<file path="config.mk">
export PLATFORM = sky130hd
export DESIGN_NAME = pipe_hazard_ctrl
export DESIGN_NICKNAME = d
export VERILOG_FILES = /design/src/rtl/pipe_hazard_ctrl.sv
export SDC_FILE = /design/constraint.sdc
export NUM_CORES = 1
export LEC_CHECK = 0
export BUFFER_PORTS_ARGS = -buffer_cell sky130_fd_sc_hd__buf_2
export CORE_MARGIN = 5
export CORE_UTILIZATION = 30
export DETAILED_ROUTE_END_ITERATION = 7
export HOLD_SLACK_MARGIN = 0.03
export PLACE_DENSITY = 0.56
export SLEW_MARGIN = 20
export SYNTH_ARGS = -nofsm -noshare
export SYNTH_HDL_FRONTEND = slang
export SYNTH_SLANG_ARGS = --single-unit
export TNS_END_PERCENT = 10
</file>
<file path="constraint.sdc">
create_clock -name clk -period 2.61 [get_ports clk]
set_input_delay 0.261 -clock clk [delete_from_list [all_inputs] [get_ports clk]]
set_output_delay 0.261 -clock clk [all_outputs]
set_load 0.05 [all_outputs]
</file>
<file path="src/rtl/pipe_hazard_ctrl.sv">
// Pipeline sequencing controller: stage-register enables, flushes and bubbles for the
// 5-stage core, plus a data-memory watchdog and a stall-cycle counter.
module pipe_hazard_ctrl #(
   parameter int unsigned DRAIN_CYCLES = 3,
   parameter int unsigned TIMEOUT      = 64,
   parameter int unsigned CNT_W        = 16
) (
   input  logic             clk,
   input  logic             rst,
   input  logic [2:0]       ifid_rs,
   input  logic [2:0]       ifid_rt,
   input  logic             ifid_useRs,
   input  logic             ifid_useRt,
   input  logic             id_halt,
   input  logic             idex_memRead,
   input  logic             idex_regWrite,
   input  logic [2:0]       idex_writereg,
   input  logic             ex_redirect,
   input  logic             imem_stall,
   input  logic             dmem_stall,
   output logic             pcWrite,
   output logic             ifidWrite,
   output logic             ifidFlush,
   output logic             idexBubble,
   output logic             pipeWrite,
   output logic             memwbBubble,
   output logic             haltDone,
   output logic             err,
   output logic [CNT_W-1:0] stallCycles
);

   localparam int unsigned WdW = (TIMEOUT < 2) ? 1 : $clog2(TIMEOUT + 1);
   localparam int unsigned DrW = (DRAIN_CYCLES < 2) ? 1 : $clog2(DRAIN_CYCLES + 1);

   typedef enum logic [1:0] {StRun, StDrain, StHalted, StError} state_e;

   state_e           state_q, state_d;
   logic [DrW-1:0]   drain_q, drain_d;
   logic [WdW-1:0]   wd_q, wd_d;
   logic [CNT_W-1:0] stall_q, stall_d;
   logic             load_use;
   logic             stall_inc;

   assign load_use = idex_memRead & idex_regWrite &
                     ((ifid_useRs & (ifid_rs == idex_writereg)) |
                      (ifid_useRt & (ifid_rt == idex_writereg)));

   always_comb begin
      pcWrite     = 1'b1;
      ifidWrite   = 1'b1;
      ifidFlush   = 1'b0;
      idexBubble  = 1'b0;
      pipeWrite   = 1'b1;
      memwbBubble = 1'b0;
      state_d     = state_q;
      drain_d     = drain_q;
      wd_d        = '0;

      case (state_q)
         StRun: begin
            if (dmem_stall) begin
               pcWrite     = 1'b0;
               ifidWrite   = 1'b0;
               pipeWrite   = 1'b0;
               memwbBubble = 1'b1;
               wd_d        = wd_q + WdW'(1);
               if (wd_d == WdW'(TIMEOUT)) state_d = StError;
            end else if (ex_redirect) begin
               // Redirect target is fetched; wrong-path instrs in IF and ID are squashed.
               ifidFlush  = 1'b1;
               idexBubble = 1'b1;
            end else if (load_use) begin
               pcWrite    = 1'b0;
               ifidWrite  = 1'b0;
               idexBubble = 1'b1;
            end else if (id_halt) begin
               pcWrite   = 1'b0;
               ifidFlush = 1'b1;
               state_d   = StDrain;
               drain_d   = DrW'(DRAIN_CYCLES);
            end else if (imem_stall) begin
               pcWrite   = 1'b0;
               ifidFlush = 1'b1;
            end
         end
         StDrain: begin
            pcWrite = 1'b0;
            if (dmem_stall) begin
               ifidWrite   = 1'b0;
               pipeWrite   = 1'b0;
               memwbBubble = 1'b1;
               wd_d        = wd_q + WdW'(1);
               if (wd_d == WdW'(TIMEOUT)) state_d = StError;
            end else begin
               ifidFlush  = 1'b1;
               idexBubble = 1'b1;
               // The last unfrozen drain cycle retires the halt from WB.
               if (drain_q <= DrW'(1)) begin
                  drain_d = '0;
                  state_d = StHalted;
               end else begin
                  drain_d = drain_q - DrW'(1);
               end
            end
         end
         default: begin
            pcWrite     = 1'b0;
            ifidWrite   = 1'b0;
            ifidFlush   = 1'b1;
            idexBubble  = 1'b1;
            pipeWrite   = 1'b0;
            memwbBubble = 1'b1;
         end
      endcase

      stall_inc = ((state_q == StRun) || (state_q == StDrain)) && !pcWrite;

      if (rst) begin
         pcWrite     = 1'b0;
         ifidWrite   = 1'b0;
         ifidFlush   = 1'b1;
         idexBubble  = 1'b1;
         pipeWrite   = 1'b0;
         memwbBubble = 1'b1;
         stall_inc   = 1'b0;
      end

      stall_d = (stall_inc && (stall_q != {CNT_W{1'b1}})) ? stall_q + CNT_W'(1) : stall_q;
   end

   assign haltDone    = !rst && (state_q == StHalted);
   assign err         = !rst && (state_q == StError);
   assign stallCycles = rst ? '0 : stall_q;

   always_ff @(posedge clk) begin
      if (rst) begin
         state_q <= StRun;
         drain_q <= '0;
         wd_q    <= '0;
         stall_q <= '0;
      end else begin
         state_q <= state_d;
         drain_q <= drain_d;
         wd_q    <= wd_d;
         stall_q <= stall_d;
      end
   end

endmodule

</file>
* Word-level counts from Yosys, hierarchy flattened
Index checks and enable logic that the tools add are counted.
** Word-level totals
- Flip-flop bits (word level) :: 27
- Latch bits :: 0
- RAM bits :: 0
- Bits in read-only memories :: 0
- Bits of input ports :: 19
- Output and inout bits :: 24
- Logic and storage cells :: 91
- Memories :: 0
** Operators by class
- $add $sub $neg :: 3
- Multiply operators :: 0
- Div/mod/pow operators :: 0
- Magnitude comparators :: 1
- Eq/ne operators :: 16
- Shift operators :: 0
- Mux-type cells :: 47
- Bitwise logic cells :: 7
- Reductions and logical operators :: 13
** Operators by type and width (count)
- 2-to-1 mux 1 bit :: 28
- 2-to-1 mux 2 bit :: 13
- adder 16 x 1 -> 16 bit (second input constant) :: 1
- 2-to-1 mux 16 bit :: 1
- inequality test 16 bit (second input constant) :: 1
- inequality test 3 bit (second input constant) :: 4
- inequality test 2 bit (second input constant) :: 5
- case mux 2 bit (2 select lines) :: 2
- adder 7 x 1 -> 7 bit (second input constant) :: 1
- equality test 7 bit (second input constant) :: 1
- equality test 3 bit :: 2
- case mux 1 bit (2 select lines) :: 3
- AND reduction 6 bit :: 1
- AND reduction 5 bit :: 1
- AND 1 bit :: 4
- equality test 2 bit (second input constant) :: 2
- logical AND 1 bit :: 4
- OR reduction 3 bit :: 1
- equality test 2 x 1 -> 1 bit (second input constant) :: 1
- <= comparator 2 x 1 -> 1 bit (second input constant) :: 1
- logical NOT 1 bit :: 2
- logical NOT 2 bit :: 1
- NOT 1 bit :: 2
- nonzero test 2 bit :: 1
- other kinds (4) :: 4

* Longest topological paths before layout
Gate-level depths: netlist of run 1.
- Depth after elaboration :: 12
- Gate-level depth with buffers :: 7

* Least setup slack after synthesis of run 1
OpenSTA, ideal clock, no wires.
- Path kind :: input to output
- Start point :: in rst
- End point :: out ifidWrite
- Data arrival time :: 3.282 ns
- Data required time :: 2.349 ns
- Slack :: -0.933 ns
- Stages :: 5
- Path buffers :: 2
- Cells stage by stage :: clkbuf_1 > clkbuf_1 > nor3_1 > inv_1 > a21oi_1
** Between the ends
- Cells in the longest elaborated chain, start to end :: 1
** Ends and longest elaborated chain
- start, declared :: line 9 : input logic rst,
- 2-to-1 mux 1 bit :: line 118 : if (rst) begin
- end, declared :: line 22 : output logic ifidWrite,
Every way passes these cells.

* Final worst setup path of run 1
- Start point :: reg stall_q[0]
- End point :: reg stall_q[13]
** Between the ends
- Cells in the longest elaborated chain, start to end :: 2
** Ends and longest elaborated chain
- start, declared :: line 40 : logic [CNT_W-1:0] stall_q, stall_d;
- start signal, assigned :: line 145 : stall_q <= stall_d;
- branches (longest 2 deep; another with adder 16 x 1 -> 16 bit)
Parallel ways; which one is timed is not known.
A chain may end at the register's enable or synchronous reset.

==> impl_metrics.csv, run 1 <==
group,metric,value,unit
outcome,outcome,"completed",
routing,viasPerCell,4.70,
yosys,synth.avg_cell_area,8.20,µm²
clock_network,numCtsBuffers,3,
timing,fin_crit,2.14,ns
clock_network,cts_setup_buffers,0,
finish,layout.nets,249,
timing,relSlewSlack,0.620,
run,timing.max_cap.violations,0,
global_routing,grt_max_degree,36,
routing,drcViolationCount,0,
yosys,yosys.area.top_type,"dfxtp_1",
yosys,synth_warnings,0,
timing,tightest_slew,0.567,ns
yosys,synthTopCellsByCount,"dfxtp_1, nor2_1, nand2_1, o21ai_0, nor2b_1",
worst_setup_path,crit_fanout,19,
finish,diodes,0,
worst_setup_path,worst_ep_arrival_time,2.30,ns
timing,period_share,0.819,
place,placed_cells,293,
floorplan,dieArea,0.00667,mm²
routing,wirelength,3530,µm
place,port_buffers,42,
routing,dr.pass1.iters,4,
routing,first_iter_violations,87,
pwr,powerDensity,439,mW/mm²
place,hpwlAfterDp,2720,µm
pwr,leakage,0.000733,µW
clock_network,cts.clk_slew.worst_paths,0.09,ns
clock_network,cts_resized,0,
timing,finalHoldViolCount,0,
yosys,synth_area_leaders,"dfxtp_1, nor2_1, nor2b_1, o21ai_0, xnor2_1",
routing,vias,1395,
global_routing,track_usage,0.114,
floorplan,boundaryPins,43,
routing,drtAntennaViolNets,0,
global_routing,grt_pass1_vias,1325,
clock_network,cts_buffer_depth,2,
pwr,worst_ir_drop_vdd,0.173,mV
clock_network,cts_tree,"built",
place,place.gp.congestion,0.780,
clock_network,clkSinkCount,27,
yosys,synth_edf_count,0,
yosys,synth-main-ff-cell,"dfxtp_1",
clock_network,cts.hold.buffers_added,0,
finish,fillers,540,
yosys,ys_types,37,
routing,wl_per_cell,11.9,µm
min_path,hp-class,"input port to flop",
yosys,post-synth-top-area-fraction,0.351,
finish,areaGrowthSynthToFinish,21.3,%
floorplan,die_x,81.7,µm
timing,finalMaxSlewViolations,0,
timing,fin_tns_setup,0,ns
worst_setup_path,path_class,"flop to flop",
clock_network,insertion_delay,0.26,ns
global_routing,antenna_found_initial,0,
timing,rsz0062_at_grt,"false",
yosys,synth-seq-cells,27,
floorplan,rows,26,
finish,fin_util,0.371,
worst_setup_path,critPathCaptureType,"flop",
yosys,syn_inst,188,
global_routing,grt-ovfl-total,0,
clock_network,htree_levels,1,
floorplan,core_area,0.00504,mm²
timing,finClkSkew,0.00227,ns
worst_setup_path,worstPathRequired,2.77,ns
timing,fmax,468,MHz
finish,layout.cells.non_filler,297,
yosys,yosysMostFrequentCell,"dfxtp_1",
global_routing,grt_pass1_wl,6000,µm
yosys,seq_area_frac_synth,0.351,
clock_network,clock-root-buffer,"clkbuf_8",
pwr,finalPower,821,µW
floorplan,start_util,0.306,
yosys,syn-cell-area,0.00154,mm²
finish,drive_above_1_share,0.291,
timing,finalSetupViolations,0,
floorplan,fp.dieH,81.7,µm
yosys,async_reset_ff_frac,0,
worst_setup_path,crit_path_start_kind,"flop",
yosys,syn_nets,209,
flip-flops by register name, indices dropped and copies added, names as in the netlist:
name and cells:
state_q 2, stall_q 16, wd_q 7, drain_q 2
area by class of cell:
cell class	count	area (µm²)	share of cell area
Multi-Input combinational cell	145	948	0.507
Timing Repair Buffer	43	218	0.116
Clock buffer	4	45.0	0.0241
Sequential cell	27	541	0.289
Inverter	8	30.0	0.0161
Tap cell	70	87.6	0.0469
placed cells by master, fill, tap and decap left out, drive strengths merged, types with 5 or more instances in the layout:
cell	count
a21oi	10
buf	43
dfxtp	27
inv	8
mux2	9
nand2	13
nand3	10
nand4	5
nor2	24
nor2b	11
nor3	10
o21ai	14
xnor2	7
critical path, stage by stage, from the launching register on:
cell      delay [ns]
dfxtp_1         0.42
ha_1            0.24
and4_4          0.27
or3b_4          0.42
o211ai_4        0.26
nor3_2          0.10
mux2_4          0.31
worst paths after layout:
kind	startpoint	end	slack, ns	cells after the start
max	stall_q[0]	stall_q[13]	0.47	6
min	id_halt	drain_q[1]	0.30	3
max reg2reg	stall_q[0]	stall_q[13]	0.47	6
min reg2reg	wd_q[0]	wd_q[0]	0.45	1
layer usage:
metal	global-route usage	up-vias	part of all wire
met2	0.171	27	0.44
met4	0.0399	0	0.012
li1	-	737	-
met1	0.159	629	0.50
met5	0	-	0
met3	0.0241	2	0.049
report_power, final:
group	internal (µW)	switching [µW]	leakage [µW]
logic	50.6	95.8	0.000492
registers	424	15.4	0.000219
clock network	109	126	0.0000228
stage by stage:
stage / hold WS, ns / setup slack [ns] / area [µm²]
6_report: 0.297 / 0.472 / 1870
5_1_grt: 0.315 / 0.327 / 1870
4_1_cts: 0.296 / 0.465 / 1870
3_5_place_dp: 0.438 / 0.483 / 1820
3_3_place_gp: 0.427 / 0.484 / 1820
2_1_floorplan: 0.418 / 0.298 / 1560
kinds of logic after synthesis:
group,count (synthesis),share of synthesized area
AO/OA/AOI/OAI,32,0.127
XOR/XNOR,10,0.0568
adder cells (fa/ha/maj),2,0.0162
buffers and inverters,16,0.0438
flip-flops,27,0.351
multiplexers,9,0.0755
AND/OR/NAND/NOR,92,0.330
Power figures use the tool's default switching activity.
==> run 2, diff against run 1 <==
PLACE_DENSITY = 0.58   (was 0.56)
clock period = 1.9 ns   (was 2.61 ns; I/O delays follow)
==> run 2 against run 1 <==
  * Total power increased by 45%
  * Clock skew up 0.0012 ns
  * Final cell count increased by 9.4%
  * Combinational power is 83% higher
  * Critical path type unchanged
  * Largest power group unchanged
==> impl_metrics.csv, run 2 (synthesis results as in run 1) <==
group,metric,value,unit
outcome,outcome,"completed",
routing,dr.pass1.iters,4,
finish,multi_input_area,0.00100,mm²
clock_network,numCtsBuffers,3,
worst_setup_path,critPathCaptureType,"flop",
worst_setup_path,worstPathRequired,2.07,ns
pwr,powerDensity,555,mW/mm²
finish,max_flop_register,"stall_q",
finish,layout.nets,277,
floorplan,core_area,0.00504,mm²
routing,first_iter_violations,83,
routing,viasPerCell,4.74,
place,port_buffers,42,
finish,mostFrequentLayoutCell,"buf_2",
routing,drtAntennaViolNets,0,
pwr,worst_ir_drop_vdd,0.264,mV
routing,drcViolationCount,0,
global_routing,grt_pass1_vias,1448,
timing,rsz0062_at_grt,"true",
clock_network,clock-root-buffer,"clkbuf_8",
place,dpl_cell_area,0.00202,mm²
pwr,clkPwrFrac,0.278,
pwr,swShare,0.295,
finish,fin_area,0.00214,mm²
worst_setup_path,worstRegToRegCells,6,
clock_network,cts_buffer_depth,2,
clock_network,clkSinkCount,27,
timing,period_share,0.997,
finish,drive_above_1_share,0.412,
global_routing,grt_pass1_wl,6440,µm
global_routing,grt_max_degree,20,
worst_setup_path,crit_start,"stall_q[2]",
worst_setup_path,worst_ep_arrival_time,2.06,ns
worst_setup_path,crit_fanout,7,
finish,fillers,496,
global_routing,antenna_found_initial,0,
min_path,worstHoldStart,"id_halt",
timing,relSlewSlack,0.760,
timing,finalMaxSlewViolations,0,
finish,largest_reg_flops,16,
routing,wl_per_cell,12.4,µm
timing,finClkSkew,0.00343,ns
floorplan,rows,26,
floorplan,fp.dieH,81.7,µm
clock_network,insertion_delay,0.27,ns
routing,vias,1541,
pwr,p_sw,351,µW
floorplan,start_util,0.306,
worst_setup_path,worst_r2r_startpoint,"stall_q[2]",
place,hpwlAfterDp,3100,µm
clock_network,htree_levels,1,
finish,diodes,0,
timing,finalSetupViolations,0,
min_path,whs_path_depth,3,
timing,tightest_slew,0.360,ns
global_routing,track_usage,0.122,
clock_network,cts.clk_slew.worst_paths,0.09,ns
pwr,leakage,0.000892,µW
finish,layout.cells.non_filler,325,
pwr,cellInternalPower,838,µW
timing,finalHoldViolCount,0,
floorplan,die_x,81.7,µm
pwr,p_comb_frac,0.224,
run,timing.max_cap.violations,0,
clock_network,cts_tree,"built",
pwr,pwr-share-seq,0.498,
timing,fmax,528,MHz
timing,fin_crit,1.89,ns
timing,hold_slack,0.232,ns
worst_setup_path,path_class,"flop to flop",
worst_setup_path,crit_path_start_kind,"flop",
min_path,hp-class,"input port to flop",
global_routing,grt-ovfl-total,0,
finish,reg.largest.list,"stall_q x16, wd_q x7",
floorplan,boundaryPins,43,
finish,mostFrequentLayoutCells,"buf_2, buf_4, nor2_1, dfxtp_1, nand2_1",
finish,regArea,548,µm²
routing,wirelength,4050,µm
finish,areaGrowthSynthToFinish,39.0,%
place,placed_cells,318,
place,place.gp.congestion,0.738,
floorplan,dieArea,0.00667,mm²
run 2: cell count changes in the layout (fill, tap and decap cells not counted), sizes merged:
cell,change
buf,+27
o211ai,+1
run 2: area by class of cell:
class,count,area share
clock buffers,4,0.0210
repair buffers,70,0.201
inverters,8,0.0140
well taps,70,0.0409
flip-flops and latches,27,0.256
multi-input cells,146,0.467
run 2: critical path, cell delays in order, from the launching register on:
cell      delay, ns
dfxtp_2        0.34
and4_4         0.23
and4_4         0.21
or3b_4         0.43
o211ai_4       0.18
nor3_2         0.10
mux2_4         0.30
run 2: metal layers:
| metal | wire length [µm] | share of wire | track usage | vias up |
|---|---|---|---|---|
| met3 | 177 | 0.044 | 0.0186 | 2 |
| met1 | 1950 | 0.48 | 0.158 | 706 |
| met2 | 1880 | 0.47 | 0.205 | 32 |
| met5 | 0 | 0 | 0 | - |
| met4 | 36 | 0.0089 | 0.0399 | 0 |
| li1 | - | - | - | 801 |
run 2: per-stage QoR:
step           total power, µW  worst slack (ns)   util  setup TNS, ns
6_report                  1190           0.00585  0.425              0
5_1_grt                   1240           -0.0526  0.425         -0.310
4_1_cts                   1180           -0.0189  0.410        -0.0507
3_5_place_dp               858           -0.0181  0.400        -0.0515
3_3_place_gp               857           0.00720  0.400              0
2_1_floorplan              767            -0.259      -         -0.578
run 2: worst paths after layout:
check / end / slack [ns]
worst max-delay path: stall_q[9] / 0.006
worst min-delay path: drain_q[0] / 0.23
worst max register to register: stall_q[9] / 0.006
worst min register to register: wd_q[0] / 0.48
run 2: power groups by stage:
stage	clock network [µW]	logic (µW)	registers (µW)
2_1_floorplan	0	160	607
3_3_place_gp	0	251	605
3_5_place_dp	0	252	605
4_1_cts	337	254	592
5_1_grt	358	289	595
6_report	330	267	593
run 2: what timing repair did:
item	4_1_cts	5_1_grt
gates resized for setup	3	15
setup endpoints to repair	7	15
pin swaps	0	6
setup buffers	0	2
gates cloned	0	1
hold buffers	0	0
hold endpoints to repair	0	0
==> run 3, diff against run 2 <==
CORE_UTILIZATION = 45   (was 30)
PLACE_DENSITY = 0.78   (was 0.58)
==> run 3 against run 2 <==
  * Hold slack got worse by 0.066 ns
  * Die area decreased by 30%
  * Clock power decreased by 25%
  * Clock skew decreased by 0.00093 ns
  * Non-clock buffer count decreased by 6
  * Sequential share of layout area increased by 1.5 points
  * Largest cell class unchanged
  * Sequential cell count unchanged
  * Largest power group unchanged
  * Critical path depth unchanged
  * Global-route usage increased by 4.4 points
  * Count of clock-buffer cells in the layout unchanged
==> impl_metrics.csv, run 3 (synthesis results as in run 1) <==
group,metric,value,unit
place,port_buffers,42,
routing,drcViolationCount,0,
clock_network,htree_levels,1,
floorplan,rows,21,
routing,viasPerCell,5.21,
global_routing,grt_max_degree,36,
routing,drtAntennaViolNets,0,
pwr,p_comb_frac,0.229,
floorplan,boundaryPins,43,
clock_network,cts.clk_slew.worst_paths,0.14,ns
place,place.gp.congestion,0.803,
global_routing,grt-ovfl-total,0,
worst_setup_path,cp_cell_sequence,"and4_4 -> and4_4 -> or3b_4 -> buf_4 -> nand4b_1 -> mux2_2",
clock_network,numCtsBuffers,3,
worst_setup_path,critPathCaptureType,"flop",
worst_setup_path,path_delay_family,"simple AND/OR/NAND/NOR gates",
run,timing.max_cap.violations,0,
finish,mostFrequentLayoutCell,"buf_2",
timing,tightest_slew,0.367,ns
finish,mostFrequentLayoutCells,"buf_2, nor2_1, dfxtp_1, buf_4, nand2_1",
timing,fmax,530,MHz
global_routing,track_usage,0.165,
clock_network,clock-root-buffer,"clkbuf_4",
worst_setup_path,crit_top_cell,"and4_4",
finish,largest_reg_flops,16,
timing,finClkSkew,0.00250,ns
timing,fin_crit,1.89,ns
min_path,hp-class,"input port to flop",
clock_network,cts_buffer_depth,2,
finish,reg.largest.list,"stall_q x16, wd_q x7",
pwr,worst_ir_drop_vdd,0.306,mV
floorplan,start_util,0.462,
global_routing,antenna_found_initial,0,
pwr,pwr-share-seq,0.545,
global_routing,grt_pass1_wl,6070,µm
floorplan,die_x,68.5,µm
worst_setup_path,worst_ep_arrival_time,2.11,ns
routing,wirelength,3590,µm
finish,layout.nets,271,
routing,wl_per_cell,12.2,µm
clock_network,insertion_delay,0.32,ns
routing,dr.pass1.iters,4,
clock_network,clkSinkCount,27,
global_routing,grt_pass1_vias,1458,
finish,areaGrowthSynthToFinish,31.8,%
pwr,clkPwrFrac,0.226,
place,hpwlAfterDp,2750,µm
worst_setup_path,crit_buf_inv,1,
pwr,powerDensity,539,mW/mm²
worst_setup_path,slowest_stage,"or3b_4",
routing,vias,1538,
worst_setup_path,max_stage_delay,0.41,ns
floorplan,core_area,0.00334,mm²
pwr,swShare,0.302,
finish,fin_util,0.609,
worst_setup_path,crit_path_start_kind,"flop",
timing,fin_tns_setup,0,ns
floorplan,fp.dieH,68.5,µm
finish,drive_above_1_share,0.394,
worst_setup_path,worstPathRequired,2.13,ns
floorplan,dieArea,0.00470,mm²
worst_setup_path,crit_fanout,3,
clock_network,cts.hold.buffers_added,0,
timing,finalHoldViolCount,0,
finish,diodes,0,
pwr,leakage,0.000850,µW
timing,relSlewSlack,0.754,
routing,first_iter_violations,72,
timing,finalSetupViolations,0,
timing,rsz0062_at_grt,"true",
worst_setup_path,path_class,"flop to flop",
timing,finalMaxSlewViolations,0,
finish,max_flop_register,"stall_q",
pwr,p_sw,331,µW
outcome,outcome,"completed",
timing,period_share,0.993,
clock_network,cts_tree,"built",
pwr,cellInternalPower,764,µW
==> run 3: changes by cell type in the layout (fill, tap and decap cells not counted), sizes merged <==
cell / delta
buf: -6
==> run 3: path summary, 6_finish.rpt <==
path                            slack, ns  cells after the start         end        from
worst min register to register       0.46                      1     wd_q[0]     wd_q[0]
worst max register to register       0.01                      6  stall_q[2]  stall_q[5]
worst max-delay path                 0.01                      6  stall_q[2]  stall_q[5]
worst min-delay path                 0.17                      3  drain_q[1]     id_halt
==> run 3: through the flow <==
stage | hold WS [ns] | power [µW] | cells | instance area (µm²) | setup WS (ns)
2_1_floorplan | 0.361 | 767 | 188 | 1560 | -0.259
3_3_place_gp | 0.433 | 846 | 289 | 1950 | 0.0327
3_5_place_dp | 0.441 | 849 | 289 | 1950 | -0.0160
4_1_cts | 0.161 | 1100 | 294 | 2000 | -0.00911
5_1_grt | 0.164 | 1160 | 295 | 2030 | -0.0354
6_report | 0.166 | 1090 | 295 | 2030 | 0.0132
==> run 3: routing by layer <==
| layer | vias up | part of all wire | GRT usage |
|---|---|---|---|
| met5 | - | 0 | 0 |
| met3 | 5 | 0.038 | 0.0194 |
| met2 | 28 | 0.49 | 0.284 |
| li1 | 789 | - | - |
| met1 | 716 | 0.46 | 0.217 |
| met4 | 0 | 0.011 | 0.0447 |
==> run 3: final cells by class <==
class | count | area (µm²)
fill | 315 | 1310
clock buffer | 4 | 26.3
sequential | 27 | 551
timing repair buffer | 64 | 385
tap | 46 | 57.6
multi-input combinational | 146 | 982
inverter | 8 | 30.0
==> run 3: timing repair <==
| item | CTS | global route |
|---|---|---|
| pin swaps | 0 | 1 |
| gates cloned | 1 | 0 |
| gates resized for setup | 5 | 10 |
| buffers inserted | 0 | 1 |
| endpoints found under the setup margin | 9 | 13 |
==> run 3: worst register-to-register path: stages, from the launching register on <==
cell and delay [ns]:
dfxtp_2 0.36, and4_4 0.23, and4_4 0.22, or3b_4 0.41
buf_4 0.16, nand4b_1 0.09, mux2_2 0.33
==> run 3: power groups by stage <==
stage	Combinational (µW)	Clock, µW	Sequential (µW)
global placement	239	0	607
finish	251	247	596
CTS	248	258	596
global route	272	285	599
floorplan	160	0	607
detailed placement	241	0	608
